File: src/rtl/remote_comm.sv
// Remote command link: sends {cmd, data_hi, data_lo} as three 8N1 UART bytes,
// then waits for a one-byte response or a timeout.
module remote_comm #(
  parameter int unsigned BAUD_DIV = 2604,
  parameter bit          FAST_SIM = 1'b1
) (
  input  logic        clk,
  input  logic        rst_n,
  input  logic        snd_cmd,
  input  logic [7:0]  cmd,
  input  logic [15:0] data,
  input  logic        resp_rdy,
  input  logic [7:0]  resp,
  output logic        TX,
  output logic        busy,
  output logic        cmd_cmplt,
  output logic        resp_ok,
  output logic        timeout
);

  localparam int unsigned TMO    = FAST_SIM ? 512 : (1 << 26);
  localparam int unsigned BAUD_W = (BAUD_DIV > 1) ? $clog2(BAUD_DIV) : 1;
  localparam int unsigned WAIT_W = 26;
  localparam logic [7:0]  ACK    = 8'hA5;

  typedef enum logic [2:0] {
    IDLE,
    SEND_CMD,
    SEND_HI,
    SEND_LO,
    WAIT_RESP
  } state_t;

  state_t              state_q, state_d;
  logic [23:0]         frame_q, frame_d;
  logic [BAUD_W-1:0]   baud_q, baud_d;
  logic [3:0]          bit_q, bit_d;
  logic [WAIT_W-1:0]   wait_q, wait_d;
  logic                tx_q, tx_d;
  logic                busy_q, busy_d;
  logic                cmplt_q, cmplt_d;
  logic                ok_q, ok_d;
  logic                tmo_q, tmo_d;
  logic [7:0]          cur_byte;

  // State and output registers; reset parks the line high.
  always_ff @(posedge clk or negedge rst_n) begin
    if (!rst_n) begin
      state_q <= IDLE;
      frame_q <= '0;
      baud_q  <= '0;
      bit_q   <= '0;
      wait_q  <= '0;
      tx_q    <= 1'b1;
      busy_q  <= 1'b0;
      cmplt_q <= 1'b0;
      ok_q    <= 1'b0;
      tmo_q   <= 1'b0;
    end else begin
      state_q <= state_d;
      frame_q <= frame_d;
      baud_q  <= baud_d;
      bit_q   <= bit_d;
      wait_q  <= wait_d;
      tx_q    <= tx_d;
      busy_q  <= busy_d;
      cmplt_q <= cmplt_d;
      ok_q    <= ok_d;
      tmo_q   <= tmo_d;
    end
  end

  // Next-state logic: bit timing, byte sequencing and response handling.
  always_comb begin
    state_d  = state_q;
    frame_d  = frame_q;
    baud_d   = baud_q;
    bit_d    = bit_q;
    wait_d   = wait_q;
    tx_d     = tx_q;
    busy_d   = busy_q;
    cmplt_d  = 1'b0;
    ok_d     = ok_q;
    tmo_d    = tmo_q;
    cur_byte = 8'h00;

    case (state_q)
      IDLE: begin
        if (snd_cmd) begin
          frame_d = {cmd, data};
          ok_d    = 1'b0;
          tmo_d   = 1'b0;
          baud_d  = '0;
          bit_d   = '0;
          tx_d    = 1'b0;
          busy_d  = 1'b1;
          state_d = SEND_CMD;
        end
      end

      SEND_CMD, SEND_HI, SEND_LO: begin
        if (state_q == SEND_CMD)     cur_byte = frame_q[23:16];
        else if (state_q == SEND_HI) cur_byte = frame_q[15:8];
        else                         cur_byte = frame_q[7:0];

        if (baud_q == BAUD_W'(BAUD_DIV - 1)) begin
          baud_d = '0;
          if (bit_q == 4'd9) begin
            // Stop bit done: start the next byte immediately or go wait.
            bit_d = '0;
            if (state_q == SEND_CMD) begin
              state_d = SEND_HI;
              tx_d    = 1'b0;
            end else if (state_q == SEND_HI) begin
              state_d = SEND_LO;
              tx_d    = 1'b0;
            end else begin
              state_d = WAIT_RESP;
              tx_d    = 1'b1;
              wait_d  = '0;
            end
          end else begin
            // Bit 0 is start; bits 1..8 are data LSB first; bit 9 is stop.
            bit_d = bit_q + 4'd1;
            tx_d  = (bit_q == 4'd8) ? 1'b1 : cur_byte[bit_q[2:0]];
          end
        end else begin
          baud_d = baud_q + BAUD_W'(1);
        end
      end

      WAIT_RESP: begin
        wait_d = wait_q + WAIT_W'(1);
        if (resp_rdy) begin
          cmplt_d = 1'b1;
          ok_d    = (resp == ACK);
          busy_d  = 1'b0;
          wait_d  = '0;
          state_d = IDLE;
        end else if (wait_q == WAIT_W'(TMO - 1)) begin
          tmo_d   = 1'b1;
          busy_d  = 1'b0;
          wait_d  = '0;
          state_d = IDLE;
        end
      end

      default: begin
        state_d = IDLE;
        tx_d    = 1'b1;
        busy_d  = 1'b0;
      end
    endcase
  end

  assign TX        = tx_q;
  assign busy      = busy_q;
  assign cmd_cmplt = cmplt_q;
  assign resp_ok   = ok_q;
  assign timeout   = tmo_q;

endmodule
File: config.mk
export PLATFORM = sky130hd
export DESIGN_NAME = remote_comm
export DESIGN_NICKNAME = d
export VERILOG_FILES = /design/src/rtl/remote_comm.sv
export SDC_FILE = /design/constraint.sdc
export NUM_CORES = 1
export LEC_CHECK = 0
export ABC_AREA = 1
export BUFFER_PORTS_ARGS = -buffer_cell sky130_fd_sc_hd__buf_2
export CORE_AREA = 2 2 105 147
export DETAILED_ROUTE_END_ITERATION = 10
export DIE_AREA = 0 0 107 149
export PLACE_DENSITY = 0.53
export RECOVER_POWER = 25
export SKIP_LAST_GASP = 1
export SYNTH_ARGS = -nofsm -noshare
export SYNTH_HDL_FRONTEND = slang
export SYNTH_SLANG_ARGS = --single-unit
File: constraint.sdc
create_clock -name clk -period 2.3 [get_ports clk]
set_input_delay 0.575 -clock clk [delete_from_list [all_inputs] [get_ports clk]]
set_output_delay 0.575 -clock clk [all_outputs]
set_load 0.005 [all_outputs]
==> flow_summary.json <==
{
  "status": "finished, final reports clean",
  "cellPowerDensity_nw_per_um2": 1280,
  "slew_headroom_pct": 21.0,
  "area_delta_synth_final_pct": 17.4,
  "ios": 41,
  "drtIter0Drc": 177,
  "pre_cts_slack_ns": 0.309,
  "grt_pass1_wl_mm": 19.0,
  "max_freq_mhz": 505,
  "fp.dieW_um": 107,
  "viasPerCell": 4.93,
  "avgSynthCellArea_sq_um": 7.81,
  "layout.nets": 634,
  "multi_input_area_sq_um": 2100,
  "routabilityCongestion": 0.881,
  "crit_required_ns": 2.53,
  "start_util_pct": 29.1,
  "leakagePower_nw": 2.40,
  "synth_top_area_cell": "dfrtp_1",
  "post-cts-setup-buffer-count": 0,
  "antenna_found_initial": 0,
  "hold_path_class": "in -> reg",
  "skew_ns": 0.00649,
  "first_global_vias": 4002,
  "routed_wl_mm": 11.3,
  "ctsHoldBuffers": 0,
  "drv_slew": 0,
  "cts_tree": "done",
  "setup_tns_ns": 0,
  "rsz0062_at_grt": "no",
  "hold_viol": 0,
  "cts_sinks": 74,
  "regArea_sq_um": 1850,
  "async_flop_share_pct": 100,
  "tightest_slew_ns": 1.19,
  "syn_nets": 589,
  "via_count": 3910,
  "r2r_end": "wait_q[2]",
  "max-cap-violations": 0,
  "synth_top_area_share_pct": 42.4,
  "gr-total-overflow": 0,
  "detail_route.wl_per_cell_um": 14.2,
  "drc": 0,
  "critPathMaxFanout": 19,
  "antenna_left": 0,
  "ctsResizeCount": 0,
  "synth.cell_area_sq_um": 4310,
  "period_minus_slack_ns": 1.98,
  "diodes": 0,
  "ys.flop_type": "dfrtp_1",
  "r2r_slack_ns": 0.32,
  "worst_setup_path_end_kind": "flop",
  "numCtsBuffers": 9,
  "drive_gt1_share_pct": 18.1,
  "coreArea_sq_um": 14800,
  "final_util_pct": 34.2,
  "cts_htree_levels": 3,
  "crit_arrival_ns": 2.21,
  "hold_depth": 3,
  "ys_ff_latch": 74,
  "r2r_cells": 10,
  "io_buffers": 40,
  "final_cell_mix": "nand2_1, dfrtp_1, inv_1",
  "worstReg2RegStart": "state_q[1]",
  "yosysSeqAreaShare_pct": 43.0,
  "start_kind": "flop",
  "ys_warn_count": 0,
  "grt_usage_pct": 15.2,
  "syn_inst": 551,
  "drt_first_pass_iters": 4,
  "hold_start": "cmd[3]",
  "place_hpwl_mm": 8.54,
  "synth_edf_count": 0,
  "dieHeight_um": 149,
  "synth_area_leaders": "dfrtp_1, nand2_1, inv_1",
  "fill_cells": 1526,
  "finalSetupViolCount": 0,
  "clockRootBuffer": "clkbuf_16",
  "yosysUniqueCellTypes": 49,
  "crit_type": "reg -> reg",
  "clk_latency_ns": 0.34,
  "clock_path_buffers": 2,
  "path_clk_slew_ns": 0.06,
  "rows": 53,
  "whs_endpoint": "frame_q[19]",
  "setup_ws_ns": 0.321,
  "irDropWorstVdd_mv": 0.559,
  "dieArea_sq_um": 15900,
  "grt_max_degree": 47,
  "layout.cells.most_common": "nand2_1",
  "fin_crit_sh_pct": 86.0
}
-- metrics by stage --
| step | std cells | hold slack (ns) | instance area [sq um] | power, mW |
|---|---|---|---|---|
| 2_1_floorplan | 551 | 0.279 | 4310 | 4.20 |
| 3_3_place_gp | 777 | 0.459 | 4730 | 4.91 |
| 3_5_place_dp | 777 | 0.461 | 4730 | 4.93 |
| 4_1_cts | 793 | 0.273 | 5060 | 6.53 |
| 5_1_grt | 793 | 0.436 | 5060 | 7.00 |
| 6_report | 793 | 0.435 | 5060 | 6.46 |
-- worst max path at each step --
| stage | startpoint | end |
|---|---|---|
| after floorplan | wait_q[0] | state_q[0] |
| final | state_q[1] | wait_q[2] |
| after CTS | state_q[1] | wait_q[2] |
| after global routing | wait_q[0] | state_q[1] |
| after global placement | state_q[1] | wait_q[2] |
| after detailed placement | state_q[1] | wait_q[2] |
-- synth_stat cells, drive strengths merged (3+ instances only) --
master  number
nor2        51
a21oi       14
o21ai       41
nand4       22
inv         75
or2          3
xor2        13
nand3       49
clkbuf       8
o32ai        6
nor4         8
nor3        18
dfrtp       73
nand2      146
buf          4
-- sequential cells by signal, indices dropped and copies added, names as in the netlist --
| register | cells |
|---|---|
| wait_q | 26 |
| frame_q | 24 |
| baud_q | 12 |
| bit_q | 4 |
| state_q | 3 |
| TX | 1 |
| busy | 1 |
| cmd_cmplt | 1 |
| resp_ok | 1 |
| timeout | 1 |
-- worst max-delay path, stage by stage (launching register included) --
cell	delay, ns
dfrtp_1	0.59
nor2_8	0.25
inv_2	0.06
nor2_4	0.09
inv_2	0.13
o21ai_2	0.15
nand2_8	0.12
inv_4	0.20
nand2_1	0.13
o21ai_1	0.10
a21oi_1	0.05
-- final cells by class --
type                    instances  share of cell area [%]
inverters                      76                    5.74
well taps                     192                    4.75
clock inverters                 4                    1.46
multi-input cells             389                    41.5
clock buffers                  12                    5.07
flip-flops and latches         74                    36.6
repair buffers                 46                    4.85
-- logic make-up after synthesis --
logic type      synth area share, %
xor+xnor                       2.85
fa+ha+maj                     0.581
flops                          43.0
simple gates                   35.3
compound gates                 9.94
buf+inv                        8.25
-- metal layers --
metal	share of wire, %	track usage, %
met1	40	16.7
met2	50	26.4
met3	4.4	3.06
met4	5.9	10.1
met5	0	0
-- report_power, final --
| group | internal [mW] | total, mW | switching, mW |
|---|---|---|---|
| Combinational | 0.861 | 2.58 | 1.72 |
| Sequential | 1.82 | 2.32 | 0.504 |
| Clock | 1.01 | 1.56 | 0.550 |
No activity file was read; power rests on OpenSTA's default activity.
